[src/rtl/sdio_pkg.sv]
// rtl/sdio_pkg.sv - shared types, constants and CRC7 step for the SD CMD-line host
package sdio_pkg;

  typedef enum logic [2:0] {
    ST_IDLE,
    ST_TX,
    ST_WAIT,
    ST_RX,
    ST_FIN,
    ST_GAP
  } state_e;

  localparam logic [1:0] RESP_NONE      = 2'd0;
  localparam logic [1:0] RESP_R48       = 2'd1;
  localparam logic [1:0] RESP_R136      = 2'd2;
  localparam logic [1:0] RESP_R48_NOCRC = 2'd3;

  localparam int CMD_SIZE  = 48;
  localparam int RESP_SIZE = 136;

  // One serial step of CRC7, generator x^7 + x^3 + 1.
  function automatic logic [6:0] crc7_step(input logic [6:0] crc, input logic din);
    logic fb;
    fb = din ^ crc[6];
    return {crc[5:3], crc[2] ^ fb, crc[1:0], fb};
  endfunction

endpackage

[src/rtl/sdio_crc7.sv]
// rtl/sdio_crc7.sv - serial CRC7 accumulator, MSB-first input
module sdio_crc7
  import sdio_pkg::*;
(
  input  logic       clk_i,
  input  logic       rst_i,
  input  logic       clr_i,
  input  logic       en_i,
  input  logic       din_i,
  output logic [6:0] crc_o
);

  logic [6:0] crc_q;

  always_ff @(posedge clk_i) begin
    if (rst_i || clr_i) begin
      crc_q <= '0;
    end else if (en_i) begin
      crc_q <= crc7_step(crc_q, din_i);
    end
  end

  assign crc_o = crc_q;

endmodule

[src/rtl/sdio_cmd_host.sv]
// rtl/sdio_cmd_host.sv - SD CMD-line initiator: sends a command frame, optionally
// captures and CRC-checks the response, with response timeout and idle gap.
module sdio_cmd_host
  import sdio_pkg::*;
#(
  parameter int MAXLAT = 64,
  parameter int NCC    = 8
) (
  input  logic                 sd_clk,
  input  logic                 rst,
  input  logic                 sd_en,
  input  logic                 start_i,
  input  logic [5:0]           cmd_idx_i,
  input  logic [31:0]          arg_i,
  input  logic [1:0]           resp_type_i,
  input  logic                 cmd_i,
  output logic                 cmd_o,
  output logic                 cmd_oe_o,
  output logic                 busy_o,
  output logic                 done_o,
  output logic                 timeout_o,
  output logic                 crc_err_o,
  output logic [RESP_SIZE-1:0] resp_o
);

  state_e                 state_q, state_d;
  logic [7:0]             cnt_q, cnt_d;
  logic [39:0]            tx_q, tx_d;
  logic [1:0]             type_q, type_d;
  logic [RESP_SIZE-2:0]   rsh_q, rsh_d;
  logic [RESP_SIZE-1:0]   resp_q, resp_d;
  logic                   timeout_q, timeout_d;
  logic                   crc_err_q, crc_err_d;

  logic                   srst;
  logic                   crc_clr, crc_en, crc_din;
  logic [6:0]             crc;
  logic [2:0]             crc_sel;
  logic [RESP_SIZE-1:0]   rx_full;

  assign srst = rst | ~sd_en;

  // TX and RX never overlap, so one accumulator serves both directions.
  sdio_crc7 u_crc7 (
    .clk_i (sd_clk),
    .rst_i (srst),
    .clr_i (crc_clr),
    .en_i  (crc_en),
    .din_i (crc_din),
    .crc_o (crc)
  );

  always_ff @(posedge sd_clk) begin
    if (srst) begin
      state_q   <= ST_IDLE;
      cnt_q     <= '0;
      tx_q      <= '0;
      type_q    <= RESP_NONE;
      rsh_q     <= '0;
      resp_q    <= '0;
      timeout_q <= 1'b0;
      crc_err_q <= 1'b0;
    end else begin
      state_q   <= state_d;
      cnt_q     <= cnt_d;
      tx_q      <= tx_d;
      type_q    <= type_d;
      rsh_q     <= rsh_d;
      resp_q    <= resp_d;
      timeout_q <= timeout_d;
      crc_err_q <= crc_err_d;
    end
  end

  always_comb begin
    state_d   = state_q;
    cnt_d     = cnt_q;
    tx_d      = tx_q;
    type_d    = type_q;
    rsh_d     = rsh_q;
    resp_d    = resp_q;
    timeout_d = timeout_q;
    crc_err_d = crc_err_q;
    cmd_o     = 1'b1;
    cmd_oe_o  = 1'b0;
    done_o    = 1'b0;
    crc_clr   = 1'b0;
    crc_en    = 1'b0;
    crc_din   = cmd_i;
    crc_sel   = cnt_q[2:0] - 3'd1;
    rx_full   = {rsh_q, cmd_i};

    case (state_q)
      ST_IDLE: begin
        if (start_i) begin
          state_d = ST_TX;
          cnt_d   = 8'(CMD_SIZE - 1);
          tx_d    = {2'b01, cmd_idx_i, arg_i};
          type_d  = resp_type_i;
          crc_clr = 1'b1;
        end
      end
      ST_TX: begin
        cmd_oe_o = 1'b1;
        if (cnt_q >= 8'd8) begin
          cmd_o   = tx_q[39];
          crc_en  = 1'b1;
          crc_din = tx_q[39];
          tx_d    = {tx_q[38:0], 1'b0};
        end else if (cnt_q != 8'd0) begin
          cmd_o = crc[crc_sel];
        end
        if (cnt_q == 8'd0) begin
          crc_clr = 1'b1;
          if (type_q == RESP_NONE) begin
            state_d   = ST_FIN;
            resp_d    = '0;
            timeout_d = 1'b0;
            crc_err_d = 1'b0;
          end else begin
            state_d = ST_WAIT;
          end
        end else begin
          cnt_d = cnt_q - 8'd1;
        end
      end
      ST_WAIT: begin
        if (!cmd_i) begin
          // The start bit is a 0 into a cleared CRC, so it needs no explicit update.
          state_d = ST_RX;
          rsh_d   = '0;
          cnt_d   = (type_q == RESP_R136) ? 8'(RESP_SIZE - 2) : 8'(CMD_SIZE - 2);
        end else if (cnt_q == 8'(MAXLAT - 1)) begin
          state_d   = ST_FIN;
          resp_d    = '0;
          timeout_d = 1'b1;
          crc_err_d = 1'b0;
        end else begin
          cnt_d = cnt_q + 8'd1;
        end
      end
      ST_RX: begin
        rsh_d  = rx_full[RESP_SIZE-2:0];
        crc_en = (cnt_q >= 8'd8) && ((type_q != RESP_R136) || (cnt_q <= 8'd127));
        if (cnt_q == 8'd0) begin
          state_d   = ST_FIN;
          resp_d    = rx_full;
          timeout_d = 1'b0;
          crc_err_d = ((type_q == RESP_R48) || (type_q == RESP_R136)) &&
                      ((rx_full[7:1] != crc) || !rx_full[0]);
        end else begin
          cnt_d = cnt_q - 8'd1;
        end
      end
      ST_FIN: begin
        done_o  = 1'b1;
        state_d = ST_GAP;
        cnt_d   = '0;
      end
      ST_GAP: begin
        if (cnt_q == 8'(NCC - 1)) begin
          state_d = ST_IDLE;
        end else begin
          cnt_d = cnt_q + 8'd1;
        end
      end
      default: state_d = ST_IDLE;
    endcase
  end

  assign busy_o    = (state_q != ST_IDLE);
  assign timeout_o = timeout_q;
  assign crc_err_o = crc_err_q;
  assign resp_o    = resp_q;

endmodule

[config.mk]
export PLATFORM = sky130hd
export DESIGN_NAME = sdio_cmd_host
export DESIGN_NICKNAME = d
export VERILOG_FILES = /design/src/rtl/sdio_pkg.sv /design/src/rtl/sdio_crc7.sv /design/src/rtl/sdio_cmd_host.sv
export SDC_FILE = /design/constraint.sdc
export NUM_CORES = 1
export LEC_CHECK = 0
export CELL_PAD_IN_SITES_DETAIL_PLACEMENT = 1
export CELL_PAD_IN_SITES_GLOBAL_PLACEMENT = 1
export CORE_MARGIN = 2
export CORE_UTILIZATION = 41
export DETAILED_ROUTE_END_ITERATION = 8
export HOLD_SLACK_MARGIN = 0.12
export PLACE_DENSITY = 0.76
export SETUP_SLACK_MARGIN = 0.15
export SLEW_MARGIN = 10
export SYNTH_ARGS = -nofsm -noshare
export SYNTH_HDL_FRONTEND = slang
export SYNTH_HIERARCHICAL = 1
export SYNTH_SLANG_ARGS = --single-unit
[constraint.sdc]
create_clock -name sd_clk -period 3.2 [get_ports sd_clk]
set_clock_uncertainty 0.1 [all_clocks]
set_input_delay 0.64 -clock sd_clk [delete_from_list [all_inputs] [get_ports sd_clk]]
set_output_delay 0.64 -clock sd_clk [all_outputs]
set_load 0.02 [all_outputs]
==> impl_metrics.prom, run 1 <==
# TYPE chip_impl_metric gauge
chip_impl_metric{name="power.share.switching",unit="%"} 22.5
chip_impl_info{name="rsz0062_at_grt",value="yes"} 1
chip_impl_metric{name="first_global_vias",unit=""} 11300
chip_impl_metric{name="synth_top_area_share",unit="%"} 52.3
chip_impl_info{name="cp-startpoint",value="cnt_q[0]"} 1
chip_impl_metric{name="synth_cell_types",unit=""} 66
chip_impl_info{name="synth.area.top_cells",value="sky130_fd_sc_hd__dfxtp_1 (52%), sky130_fd_sc_hd__a22oi_1 (7.9%), sky130_fd_sc_hd__nand2_1 (6.7%)"} 1
chip_impl_metric{name="antenna_violating_nets_left",unit=""} 0
chip_impl_metric{name="clock_sink_count",unit=""} 333
chip_impl_metric{name="gr-usage-met1",unit="%"} 26.9
chip_impl_info{name="synth-main-ff-cell",value="sky130_fd_sc_hd__dfxtp_1"} 1
chip_impl_metric{name="core_area",unit="um^2"} 30600
chip_impl_metric{name="path_max_fanout",unit=""} 3
chip_impl_metric{name="ios",unit=""} 187
chip_impl_metric{name="effective_utilization_at_floorplan",unit="%"} 41.7
chip_impl_metric{name="clock_tree.htree_level_count",unit=""} 2
chip_impl_metric{name="globalRouteMet2Util",unit="%"} 35.7
chip_impl_metric{name="drt-vias-per-instance",unit=""} 5.50
chip_impl_metric{name="ir_worst_vdd",unit="V"} 0.000369
chip_impl_metric{name="ff2ff_setup_slack",unit="ns"} 0.41
chip_impl_metric{name="synthesis.area",unit="um^2"} 12800
chip_impl_metric{name="path_depth_of_the_worst_reg2reg_path",unit=""} 9
chip_impl_info{name="timing.critical_path.to",value="cmd_o"} 1
chip_impl_info{name="status",value="finished clean"} 1
chip_impl_metric{name="insertion_delay",unit="ns"} 0.51
chip_impl_metric{name="final-instance-count-excl-fill",unit=""} 2041
chip_impl_metric{name="leak_pwr",unit="nW"} 5.22
chip_impl_metric{name="clk_transition_reported_paths",unit="ns"} 0.06
chip_impl_metric{name="cap_violations",unit=""} 0
chip_impl_info{name="startpoint_type",value="register"} 1
chip_impl_metric{name="grt_remaining_overflow",unit=""} 0
chip_impl_metric{name="synthesis.yosys.warnings",unit=""} 6
chip_impl_metric{name="remaining_drc_errors",unit=""} 0
chip_impl_metric{name="fmax",unit="MHz"} 329
chip_impl_info{name="grt_most_used_layer",value="met2"} 1
chip_impl_info{name="crit_path_cell_trace",value="inv_2, ha_4, xor2_4, mux2_4, a2111oi_4, a211o_1, nand2_1, buf_6"} 1
chip_impl_info{name="critical_path.slowest_cell",value="sky130_fd_sc_hd__dfxtp_2"} 1
chip_impl_info{name="hold_class",value="reg2reg"} 1
chip_impl_metric{name="final_nets",unit=""} 1667
chip_impl_metric{name="mean_instance_size_in_the_synthesized_netlist",unit="um^2"} 8.52
chip_impl_metric{name="numCtsBuffers",unit=""} 37
chip_impl_metric{name="power.net_switching",unit="mW"} 2.05
chip_impl_metric{name="postRouteWirelength",unit="um"} 34700
chip_impl_metric{name="synth-seq-cells",unit=""} 333
chip_impl_metric{name="fillers",unit=""} 3497
chip_impl_metric{name="total_design_power",unit="mW"} 9.12
chip_impl_info{name="reg_to_reg_critical_path_endpoint",value="resp_o[133]"} 1
chip_impl_metric{name="clock_power_share",unit="%"} 47.7
chip_impl_metric{name="die_w",unit="um"} 180
chip_impl_metric{name="die_height",unit="um"} 180
chip_impl_metric{name="design.die.area",unit="um^2"} 32500
chip_impl_metric{name="place.detailed.hpwl",unit="um"} 21000
chip_impl_metric{name="internal_power_contribution",unit="mW"} 7.07
chip_impl_info{name="most-common-layout-cells",value="sky130_fd_sc_hd__dfxtp_1 (330), sky130_fd_sc_hd__nand2_1 (228), sky130_fd_sc_hd__nor2_1 (190)"} 1
chip_impl_info{name="cts_root_buf",value="sky130_fd_sc_hd__clkbuf_16"} 1
chip_impl_metric{name="syn_nets",unit=""} 1547
chip_impl_metric{name="power.density",unit="nW/um^2"} 562
chip_impl_metric{name="worst_path_largest_cell_delay",unit="ns"} 0.34
chip_impl_metric{name="cp_data_required_time",unit="ns"} 2.46
chip_impl_metric{name="grt_antenna_before_repair",unit=""} 0
chip_impl_metric{name="seqPwrFrac",unit="%"} 46.2
chip_impl_metric{name="hold_slack",unit="ns"} 0.353
chip_impl_metric{name="synthArstFlopShare",unit="%"} 0
chip_impl_info{name="critical_path_class",value="reg2out"} 1
chip_impl_metric{name="finalHoldViolCount",unit=""} 0
chip_impl_metric{name="final-max-slew-violation-count",unit=""} 0
chip_impl_metric{name="io_buffers",unit=""} 186
chip_impl_metric{name="worstMarginPinSlew",unit="ns"} 1.06
chip_impl_metric{name="grt_first_pass_wirelength",unit="um"} 57900
chip_impl_metric{name="largest_net_degree_at_the_start_of_global_routing",unit=""} 149
chip_impl_metric{name="grt_util_met3",unit="%"} 3.86
chip_impl_metric{name="register_area_share_after_synthesis",unit="%"} 52.3
chip_impl_metric{name="numPlacedInstances",unit=""} 1973
chip_impl_info{name="synth_largest_area_cell",value="sky130_fd_sc_hd__dfxtp_1"} 1
chip_impl_metric{name="place.gp.congestion",unit=""} 0.868
chip_impl_metric{name="total_track_usage",unit="%"} 20.8
chip_impl_metric{name="ctsLongestPathBuffers",unit=""} 3
chip_impl_metric{name="final.min_clock_period",unit="ns"} 3.04
chip_impl_metric{name="timing.setup.tns",unit="ns"} 0
chip_impl_metric{name="post_synth_edffs",unit=""} 0
chip_impl_info{name="critical_path.reg2reg.startpoint",value="cnt_q[1]"} 1
chip_impl_metric{name="via_count",unit=""} 11200
chip_impl_metric{name="synthesis.instances",unit=""} 1497
chip_impl_metric{name="layout-drive-gt1-share",unit="%"} 7.66
chip_impl_metric{name="final_worst_path_period_share",unit="%"} 94.9
chip_impl_metric{name="std_cell_rows",unit=""} 64
chip_impl_metric{name="timing.final.setup_violations",unit=""} 0
chip_impl_metric{name="insertedDiodeCount",unit=""} 0
chip_impl_info{name="timing.critical_path.to_type",value="primary output"} 1
chip_impl_metric{name="max-slew-margin-rel",unit="%"} 29.4
chip_impl_metric{name="first_iter_violations",unit=""} 668
chip_impl_metric{name="combinationalPowerShare",unit="%"} 6.1
chip_impl_metric{name="timing.critical_path.arrival",unit="ns"} 2.30
chip_impl_info{name="tritoncts_clock_tree",value="built"} 1
chip_impl_info{name="layout_commonest_cell",value="sky130_fd_sc_hd__dfxtp_1"} 1
chip_impl_metric{name="drt-wirelength-per-cell",unit="um"} 17.0
chip_impl_metric{name="area_growth_syn_to_fin",unit="%"} 27.2
chip_impl_metric{name="drt_pass1_iterations",unit=""} 5
## timing repair
action                                  in CTS  in global routing
resized for setup                           22                  3
gates cloned                                 0                  0
endpoints found under the setup margin       2                  2
hold buffers                                 0                  0
pin swaps                                    3                  5
buffers inserted                             1                  1
## sequential cells by signal, summed over array words and instances, names as in the netlist
name / flops
timeout_o: 1
u_crc7/crc_o: 7
state_q: 3
tx_q: 40
rsh_q: 135
type_q: 2
resp_o: 136
cnt_q: 8
crc_err_o: 1
## power by group through the flow
| stage | Sequential [mW] | Clock, mW | Combinational [mW] |
|---|---|---|---|
| CTS | 4.21 | 4.48 | 0.557 |
| global route | 4.21 | 4.66 | 0.615 |
| finish | 4.21 | 4.35 | 0.559 |
| detailed placement | 4.30 | 0 | 0.535 |
| global placement | 4.30 | 0 | 0.525 |
| floorplan | 4.29 | 0 | 0.356 |
## worst min path at each step
stage               start    endpoint  slack [ns]  depth (start not counted)
6_report       resp_o[78]  resp_o[78]        0.35                          2
5_1_grt         resp_o[7]   resp_o[7]        0.37                          2
4_1_cts         resp_o[0]   resp_o[0]        0.35                          2
3_5_place_dp    resp_o[0]   resp_o[0]        0.35                          2
3_3_place_gp    resp_o[0]   resp_o[0]        0.34                          2
2_1_floorplan   type_q[0]   type_q[0]        0.34                          2
## metrics by stage
stage | util [%] | area, um^2 | setup WS, ns
after floorplan | - | 12800 | 0.415
after global placement | 48.6 | 14900 | 0.0524
after detailed placement | 48.6 | 14900 | 0.00593
after CTS | 53.0 | 16200 | 0.129
after global routing | 53.1 | 16200 | 0.0791
final | 53.1 | 16200 | 0.163
## synth_stat cells (3+ instances only)
library cell               number
sky130_fd_sc_hd__a211oi_1       3
sky130_fd_sc_hd__a21oi_1      156
sky130_fd_sc_hd__a22oi_1      134
sky130_fd_sc_hd__a311oi_1      38
sky130_fd_sc_hd__a31oi_1        4
sky130_fd_sc_hd__and3_1         3
sky130_fd_sc_hd__buf_1          7
sky130_fd_sc_hd__buf_2         38
sky130_fd_sc_hd__buf_4          9
sky130_fd_sc_hd__buf_6          6
sky130_fd_sc_hd__clkbuf_1      80
sky130_fd_sc_hd__dfxtp_1      333
sky130_fd_sc_hd__ha_1           5
sky130_fd_sc_hd__inv_1          7
sky130_fd_sc_hd__mux2_2         3
sky130_fd_sc_hd__mux2i_1        5
sky130_fd_sc_hd__nand2_1      228
sky130_fd_sc_hd__nand2b_1       7
sky130_fd_sc_hd__nand3_1      146
sky130_fd_sc_hd__nand4_1        3
sky130_fd_sc_hd__nor2_1       190
sky130_fd_sc_hd__nor2b_1        6
sky130_fd_sc_hd__nor3_1         8
sky130_fd_sc_hd__nor3b_1        3
sky130_fd_sc_hd__o21ai_0       14
sky130_fd_sc_hd__o221ai_1       4
sky130_fd_sc_hd__xnor2_1       10
## critical path: cells and delay by family, from the launching register on
kind,cells,cell delay [ns]
xor gates and xnor gates,1,0.20
DFF,1,0.34
buffers and inverters,2,0.20
AOI/OAI and AO/OA,2,0.46
adders and majority gates,1,0.18
muxes,1,0.34
and+or+nand+nor,1,0.06
## per-layer routing
metal	part of all wire, %	vias to the layer above	wire length (um)
li1	-	5475	-
met1	46	5490	15900
met2	48	199	16700
met3	4.3	52	1500
met4	1.9	0	652
met5	0	-	0
## final cells by class
class                      count  area, um^2  area share (%)
timing repair buffer         221        2250            13.9
clock inverter                10         131           0.809
sequential                   333        6670            41.1
multi-input combinational   1017        5520            34.0
inverter                       7        33.8           0.208
tap                          396         495            3.05
clock buffer                  57        1130            6.98
## cell families (layout without fill, tap and decap cells)
group | after synthesis | after routing | synth area share [%]
xor gates and xnor gates | 11 | 11 | 0.755
AOI/OAI and AO/OA | 375 | 375 | 19.5
DFF | 333 | 333 | 52.3
and+or+nand+nor | 617 | 617 | 20.9
muxes | 9 | 9 | 0.834
adders and majority gates | 5 | 5 | 0.490
buffers and inverters | 147 | 295 | 5.32
Note: power is estimated with default switching activity, not from simulation.
==> inputs of run 2 (changes only) <==
--- a/config.mk
+++ b/config.mk
@@ -14,5 +14,5 @@
 export PLACE_DENSITY = 0.76
 export SETUP_SLACK_MARGIN = 0.15
-export SLEW_MARGIN = 10
+export SLEW_MARGIN = 20
 export SYNTH_ARGS = -nofsm -noshare
 export SYNTH_HDL_FRONTEND = slang
--- a/constraint.sdc
+++ b/constraint.sdc
@@ -3,3 +3,3 @@
 set_input_delay 0.64 -clock sd_clk [delete_from_list [all_inputs] [get_ports sd_clk]]
 set_output_delay 0.64 -clock sd_clk [all_outputs]
-set_load 0.02 [all_outputs]
+set_load 0.1 [all_outputs]
==> run 2 against run 1 <==
Compared with the run above:
- clock-buffer cell count down 1
- register-to-register slack worse by 0.05 ns
- sequential power about the same
- sequential cell count unchanged
- setup slack worse by 0.073 ns
- final cell count up 0.29%
==> impl_metrics.prom, run 2 (synthesized netlist as in run 1, its figures left out) <==
# TYPE chip_impl_metric gauge
chip_impl_info{name="status",value="finished clean"} 1
chip_impl_metric{name="fmax",unit="MHz"} 321
chip_impl_metric{name="grt_first_pass_wirelength",unit="um"} 58300
chip_impl_metric{name="die_w",unit="um"} 180
chip_impl_metric{name="std_cell_rows",unit=""} 64
chip_impl_info{name="rsz0062_at_grt",value="yes"} 1
chip_impl_metric{name="dpl-instance-area",unit="um^2"} 14500
chip_impl_metric{name="critical_path_buf_inv_count",unit=""} 4
chip_impl_info{name="most-common-layout-cells",value="sky130_fd_sc_hd__dfxtp_1 (331), sky130_fd_sc_hd__nand2_1 (227), sky130_fd_sc_hd__nor2_1 (190)"} 1
chip_impl_metric{name="ir_worst_vdd",unit="V"} 0.000325
chip_impl_metric{name="final.min_clock_period",unit="ns"} 3.11
chip_impl_metric{name="power.density",unit="nW/um^2"} 589
chip_impl_metric{name="finalHoldViolCount",unit=""} 0
chip_impl_metric{name="path_depth_of_the_worst_reg2reg_path",unit=""} 8
chip_impl_metric{name="core_area",unit="um^2"} 30600
chip_impl_metric{name="final-max-slew-violation-count",unit=""} 0
chip_impl_info{name="reg_to_reg_critical_path_endpoint",value="resp_o[9]"} 1
chip_impl_metric{name="max-slew-margin-rel",unit="%"} 48.6
chip_impl_metric{name="drt_pass1_iterations",unit=""} 5
chip_impl_metric{name="layout_setup_ws",unit="ns"} 0.0895
chip_impl_metric{name="die_height",unit="um"} 180
chip_impl_info{name="cts_root_buf",value="sky130_fd_sc_hd__clkbuf_16"} 1
chip_impl_metric{name="fillers",unit=""} 3562
chip_impl_metric{name="area_growth_syn_to_fin",unit="%"} 25.3
chip_impl_info{name="crit_path_cell_trace",value="inv_2, ha_4, xor2_2, buf_4, buf_6, nor3b_4, a2111oi_4, a211o_1, nand2_2, buf_12"} 1
chip_impl_metric{name="hold_slack",unit="ns"} 0.354
chip_impl_metric{name="antenna_violating_nets_left",unit=""} 0
chip_impl_metric{name="drt-wirelength-per-cell",unit="um"} 17.1
chip_impl_metric{name="grt_antenna_before_repair",unit=""} 0
chip_impl_metric{name="leak_pwr",unit="nW"} 5.57
chip_impl_metric{name="ff2ff_setup_slack",unit="ns"} 0.36
chip_impl_metric{name="layout-drive-gt1-share",unit="%"} 16.7
chip_impl_info{name="layout_commonest_cell",value="sky130_fd_sc_hd__dfxtp_1"} 1
chip_impl_info{name="cp-startpoint",value="cnt_q[1]"} 1
chip_impl_metric{name="timing.final.setup_violations",unit=""} 0
chip_impl_metric{name="seqCellArea",unit="um^2"} 6670
chip_impl_metric{name="clk_transition_reported_paths",unit="ns"} 0.06
chip_impl_metric{name="remaining_drc_errors",unit=""} 0
chip_impl_metric{name="insertedDiodeCount",unit=""} 0
chip_impl_metric{name="ios",unit=""} 187
chip_impl_info{name="timing.critical_path.to_type",value="primary output"} 1
chip_impl_metric{name="dpl_worst_slack",unit="ns"} 0.175
chip_impl_metric{name="io_buffers",unit=""} 186
chip_impl_metric{name="clock_sink_count",unit=""} 333
chip_impl_metric{name="ctsLongestPathBuffers",unit=""} 3
chip_impl_metric{name="largest_register_ff_count",unit=""} 136
chip_impl_info{name="critical_path_class",value="reg2out"} 1
chip_impl_metric{name="effective_utilization_at_floorplan",unit="%"} 41.7
chip_impl_metric{name="design.die.area",unit="um^2"} 32500
chip_impl_metric{name="timing.critical_path.arrival",unit="ns"} 2.37
chip_impl_metric{name="worstMarginPinSlew",unit="ns"} 0.761
chip_impl_metric{name="final_util",unit="%"} 52.3
chip_impl_metric{name="clock_tree.htree_level_count",unit=""} 2
chip_impl_metric{name="first_iter_violations",unit=""} 725
chip_impl_metric{name="cap_violations",unit=""} 0
chip_impl_info{name="critical_path.reg2reg.startpoint",value="cnt_q[0]"} 1
chip_impl_info{name="hold_class",value="reg2reg"} 1
chip_impl_metric{name="hold_buffers",unit=""} 0
chip_impl_metric{name="final_worst_path_period_share",unit="%"} 97.2
chip_impl_metric{name="worst_path_largest_cell_delay",unit="ns"} 0.35
chip_impl_metric{name="via_count",unit=""} 11400
chip_impl_metric{name="place.gp.congestion",unit=""} 0.844
chip_impl_metric{name="total_track_usage",unit="%"} 21.0
chip_impl_metric{name="first_global_vias",unit=""} 11400
chip_impl_metric{name="postRouteWirelength",unit="um"} 34900
chip_impl_metric{name="area_of_the_multi_input_gates",unit="um^2"} 5500
chip_impl_metric{name="grt_remaining_overflow",unit=""} 0
chip_impl_metric{name="critical_path_depth",unit=""} 10
chip_impl_metric{name="path_max_fanout",unit=""} 3
chip_impl_info{name="critical_path.slowest_cell",value="sky130_fd_sc_hd__dfxtp_4"} 1
chip_impl_metric{name="final_nets",unit=""} 1672
chip_impl_metric{name="place.detailed.hpwl",unit="um"} 21500
chip_impl_info{name="tritoncts_clock_tree",value="built"} 1
chip_impl_info{name="timing.critical_path.to",value="cmd_o"} 1
chip_impl_metric{name="final_design_area_no_fill",unit="um^2"} 16000
chip_impl_metric{name="cp_data_required_time",unit="ns"} 2.46
chip_impl_info{name="critical-path-top-delay-family",value="buffers and inverters"} 1
chip_impl_metric{name="drt-vias-per-instance",unit=""} 5.55
chip_impl_info{name="startpoint_type",value="register"} 1
chip_impl_metric{name="insertion_delay",unit="ns"} 0.52
chip_impl_metric{name="numCtsBuffers",unit=""} 38
chip_impl_metric{name="largest_net_degree_at_the_start_of_global_routing",unit=""} 99
-- run 2: final cells by class --
class | count | share of cell area [%]
sequential | 333 | 41.7
multi-input combinational | 1017 | 34.4
timing repair buffer | 225 | 12.1
clock buffer | 56 | 7.19
tap | 396 | 3.10
clock inverter | 13 | 1.31
inverter | 7 | 0.227
-- run 2: timing repair --
action	CTS	global route
pin swaps	8	0
endpoints found under the setup margin	1	1
buffers inserted	5	0
resized for setup	17	0
-- run 2: per-layer routing --
layer / up-vias / part of all wire [%] / GRT usage (%)
li1: 5491 / - / -
met1: 5624 / 45 / 27.7
met2: 200 / 49 / 36.0
met3: 44 / 4.5 / 3.40
met4: 0 / 1.7 / 5.03
met5: - / 0 / 0
-- run 2: worst reg2reg max path, delay by kind of cell, from the launching register on --
family,cells,cell delay [ns]
and+or+nand+nor,3,1.03
DFF,1,0.35
AOI/OAI and AO/OA,2,0.64
adders and majority gates,1,0.18
buffers and inverters,2,0.47
-- run 2: power by group --
part | switching, mW | total, mW | leakage, nW | internal, mW
combinational | 0.382 | 0.587 | 2.21 | 0.206
clock | 1.72 | 4.62 | 0.675 | 2.90
sequential | 0.0291 | 4.21 | 2.69 | 4.18
-- run 2: worst min-delay path by stage --
stage | from | end | slack [ns] | cells after the start
2_1_floorplan | type_q[0] | type_q[0] | 0.34 | 2
3_3_place_gp | resp_o[108] | resp_o[108] | 0.34 | 2
3_5_place_dp | resp_o[76] | resp_o[76] | 0.35 | 2
4_1_cts | resp_o[23] | resp_o[23] | 0.36 | 2
5_1_grt | resp_o[11] | resp_o[11] | 0.38 | 2
6_report | resp_o[11] | resp_o[11] | 0.35 | 2
-- run 2: per-stage QoR --
stage / power [mW] / instances / setup TNS (ns)
5_1_grt: 9.78 / 2047 / -0.0146
2_1_floorplan: 4.67 / 1497 / 0
4_1_cts: 9.54 / 2047 / 0
3_5_place_dp: 4.86 / 1973 / 0
6_report: 9.42 / 2047 / 0
3_3_place_gp: 4.85 / 1973 / 0
==> inputs of run 3 (changes only) <==
GPL_TIMING_DRIVEN = 0   (was not set)
TNS_END_PERCENT = 30   (was not set)
==> run 3 against run 2 <==
Compared with the run above:
- worst hold slack got worse by 0.0047 ns
- largest cell class unchanged
- utilization grew 1.9 points
- critical path depth is 2 lower
- wire length rose by 9.9%
- power is 1.7% lower
- final cell count increased by 5.0%
- register-to-register slack barely moved
- cell area increased by 3.6%
- clock-buffer cell count down 2
- first-iteration DRC count decreased by 7.0%
- global-route usage grew 1.9 points
- sequential cell count unchanged
==> impl_metrics.prom, run 3 (synthesized netlist as in run 1, its figures left out) <==
# TYPE chip_impl_metric gauge
chip_impl_metric{name="remaining_drc_errors",unit=""} 0
chip_impl_metric{name="fmax",unit="MHz"} 326
chip_impl_metric{name="postRouteWirelength",unit="um"} 38400
chip_impl_metric{name="drt-wirelength-per-cell",unit="um"} 17.9
chip_impl_info{name="rsz0062_at_grt",value="yes"} 1
chip_impl_metric{name="ios",unit=""} 187
chip_impl_info{name="status",value="finished clean"} 1
chip_impl_metric{name="final.min_clock_period",unit="ns"} 3.06
chip_impl_info{name="cts_root_buf",value="sky130_fd_sc_hd__clkbuf_16"} 1
chip_impl_metric{name="insertedDiodeCount",unit=""} 0
chip_impl_metric{name="timing.final.setup_violations",unit=""} 0
chip_impl_metric{name="std_cell_rows",unit=""} 64
chip_impl_metric{name="grt_first_pass_wirelength",unit="um"} 62100
chip_impl_info{name="critical_path_class",value="reg2out"} 1
chip_impl_metric{name="hold_buffers",unit=""} 0
chip_impl_metric{name="power.net_switching",unit="mW"} 2.17
chip_impl_metric{name="fillers",unit=""} 3551
chip_impl_metric{name="io_buffers",unit=""} 185
chip_impl_metric{name="ctsLongestPathBuffers",unit=""} 3
chip_impl_metric{name="area_growth_syn_to_fin",unit="%"} 29.8
chip_impl_metric{name="numCtsBuffers",unit=""} 38
chip_impl_metric{name="seqPwrFrac",unit="%"} 45.5
chip_impl_metric{name="first_global_vias",unit=""} 11800
chip_impl_metric{name="effective_utilization_at_floorplan",unit="%"} 41.7
chip_impl_metric{name="clk_transition_reported_paths",unit="ns"} 0.06
chip_impl_metric{name="final_nets",unit=""} 1778
chip_impl_info{name="startpoint_type",value="register"} 1
chip_impl_metric{name="timing.critical_path.arrival",unit="ns"} 2.32
chip_impl_metric{name="total_track_usage",unit="%"} 23.0
chip_impl_metric{name="max-slew-margin-rel",unit="%"} 27.1
chip_impl_metric{name="power.density",unit="nW/um^2"} 559
chip_impl_metric{name="path_max_fanout",unit=""} 3
chip_impl_metric{name="seqCellArea",unit="um^2"} 6680
chip_impl_metric{name="insertion_delay",unit="ns"} 0.53
chip_impl_metric{name="layout-drive-gt1-share",unit="%"} 9.35
chip_impl_info{name="layout_commonest_cell",value="sky130_fd_sc_hd__dfxtp_1"} 1
chip_impl_metric{name="first_iter_violations",unit=""} 674
chip_impl_metric{name="power.share.switching",unit="%"} 23.4
chip_impl_metric{name="grt_antenna_before_repair",unit=""} 0
chip_impl_metric{name="finalHoldViolCount",unit=""} 0
chip_impl_metric{name="grt_remaining_overflow",unit=""} 0
chip_impl_info{name="most-common-layout-cells",value="sky130_fd_sc_hd__dfxtp_1 (330), sky130_fd_sc_hd__nand2_1 (227), sky130_fd_sc_hd__nor2_1 (190)"} 1
chip_impl_metric{name="design.die.area",unit="um^2"} 32500
chip_impl_metric{name="antenna_violating_nets_left",unit=""} 0
chip_impl_metric{name="place.gp.congestion",unit=""} 0.884
chip_impl_metric{name="largest_net_degree_at_the_start_of_global_routing",unit=""} 20
chip_impl_metric{name="internal_power_contribution",unit="mW"} 7.10
chip_impl_metric{name="final_worst_path_period_share",unit="%"} 95.8
chip_impl_info{name="tritoncts_clock_tree",value="built"} 1
chip_impl_metric{name="clock_power_share",unit="%"} 47.8
chip_impl_metric{name="place.detailed.hpwl",unit="um"} 26200
chip_impl_metric{name="largest_register_ff_count",unit=""} 136
chip_impl_metric{name="clock_sink_count",unit=""} 333
chip_impl_info{name="timing.critical_path.to_type",value="primary output"} 1
chip_impl_metric{name="combinationalPowerShare",unit="%"} 6.7
chip_impl_metric{name="worst_path_largest_cell_delay",unit="ns"} 0.36
chip_impl_metric{name="clock_tree.htree_level_count",unit=""} 2
chip_impl_info{name="critical-path-top-delay-family",value="compound AO/OA/AOI/OAI gates"} 1
chip_impl_metric{name="final-max-slew-violation-count",unit=""} 0
chip_impl_metric{name="cp_data_required_time",unit="ns"} 2.46
chip_impl_metric{name="via_count",unit=""} 11700
chip_impl_metric{name="area_of_the_multi_input_gates",unit="um^2"} 5510
chip_impl_metric{name="hold_slack",unit="ns"} 0.349
chip_impl_metric{name="cap_violations",unit=""} 0
chip_impl_metric{name="drt_pass1_iterations",unit=""} 5
chip_impl_metric{name="die_w",unit="um"} 180
chip_impl_metric{name="die_height",unit="um"} 180
chip_impl_metric{name="worstMarginPinSlew",unit="ns"} 1.09
chip_impl_metric{name="drt-vias-per-instance",unit=""} 5.45
chip_impl_info{name="hold_class",value="reg2reg"} 1
chip_impl_info{name="crit_path_cell_trace",value="inv_4, ha_4, xor2_4, mux2_4, a2111oi_4, a211o_1, nand2_2, buf_12"} 1
chip_impl_metric{name="ir_worst_vdd",unit="V"} 0.000319
chip_impl_info{name="critical_path.slowest_cell",value="sky130_fd_sc_hd__dfxtp_4"} 1
chip_impl_metric{name="core_area",unit="um^2"} 30600
chip_impl_metric{name="leak_pwr",unit="nW"} 5.40
chip_impl_metric{name="timing.setup.tns",unit="ns"} 0
chip_impl_metric{name="critical_path_buf_inv_count",unit=""} 2
## run 3: changes by cell type in the layout (fill, tap and decap cells not counted), sizes merged
cell	previous run	this run
clkinvlp	0	1
clkdlybuf4s50	44	181
buf	181	70
clkdlybuf4s15	0	1
clkbuf	56	133
clkinv	6	5
bufinv	5	4
## run 3: cell type report
class                           count  area share [%]
Sequential cell                   333            40.3
Clock inverter                     12            1.10
Inverter                            7           0.204
Multi-Input combinational cell   1017            33.3
Buffer                            139            4.00
Timing Repair Buffer              192            11.5
Clock buffer                       54            6.59
Tap cell                          396            2.99
## run 3: worst paths after layout
check / from / end / slack [ns] / depth (start not counted)
worst max-delay path: cnt_q[1] / cmd_o / 0.14 / 8
worst min-delay path: resp_o[135] / resp_o[135] / 0.35 / 2
worst max register to register: cnt_q[0] / cnt_q[5] / 0.35 / 7
worst min register to register: resp_o[135] / resp_o[135] / 0.35 / 2
## run 3: metrics by stage
step | setup WS [ns] | area (um^2) | power [mW] | cells | utilization, %
6_report | 0.135 | 16600 | 9.27 | 2150 | 54.2
5_1_grt | 0.0696 | 16600 | 9.61 | 2150 | 54.2
4_1_cts | 0.0886 | 16500 | 9.34 | 2145 | 53.9
3_5_place_dp | -0.947 | 15100 | 4.88 | 2078 | 49.4
3_3_place_gp | -0.904 | 15100 | 4.87 | 2078 | 49.4
2_1_floorplan | 0.219 | 12800 | 4.67 | 1497 | -
## run 3: timing repair
item | in CTS | in global routing
endpoints found under the setup margin | 21 | 11
resized for setup | 48 | 15
pin swaps | 2 | 4
setup buffers | 2 | 5
## run 3: layer usage
layer	GRT usage (%)	part of all wire (%)
met5	0	0
met4	5.48	1.8
met3	4.30	5.2
met2	38.2	47
met1	30.8	46
## run 3: worst min-delay path: cells and delay by family (launching register included)
kind	cells	cell delay (ns)
AND/OR/NAND/NOR	1	0.05
flip-flops	1	0.31
AO/OA/AOI/OAI	1	0.05
## run 3: power groups by stage
stage                     Sequential (mW)  Combinational, mW  Clock, mW
after floorplan                      4.29              0.377          0
after detailed placement             4.30              0.579          0
after global placement               4.30              0.569          0
after global routing                 4.21              0.683       4.71
after CTS                            4.21              0.607       4.53
final                                4.21              0.624       4.43
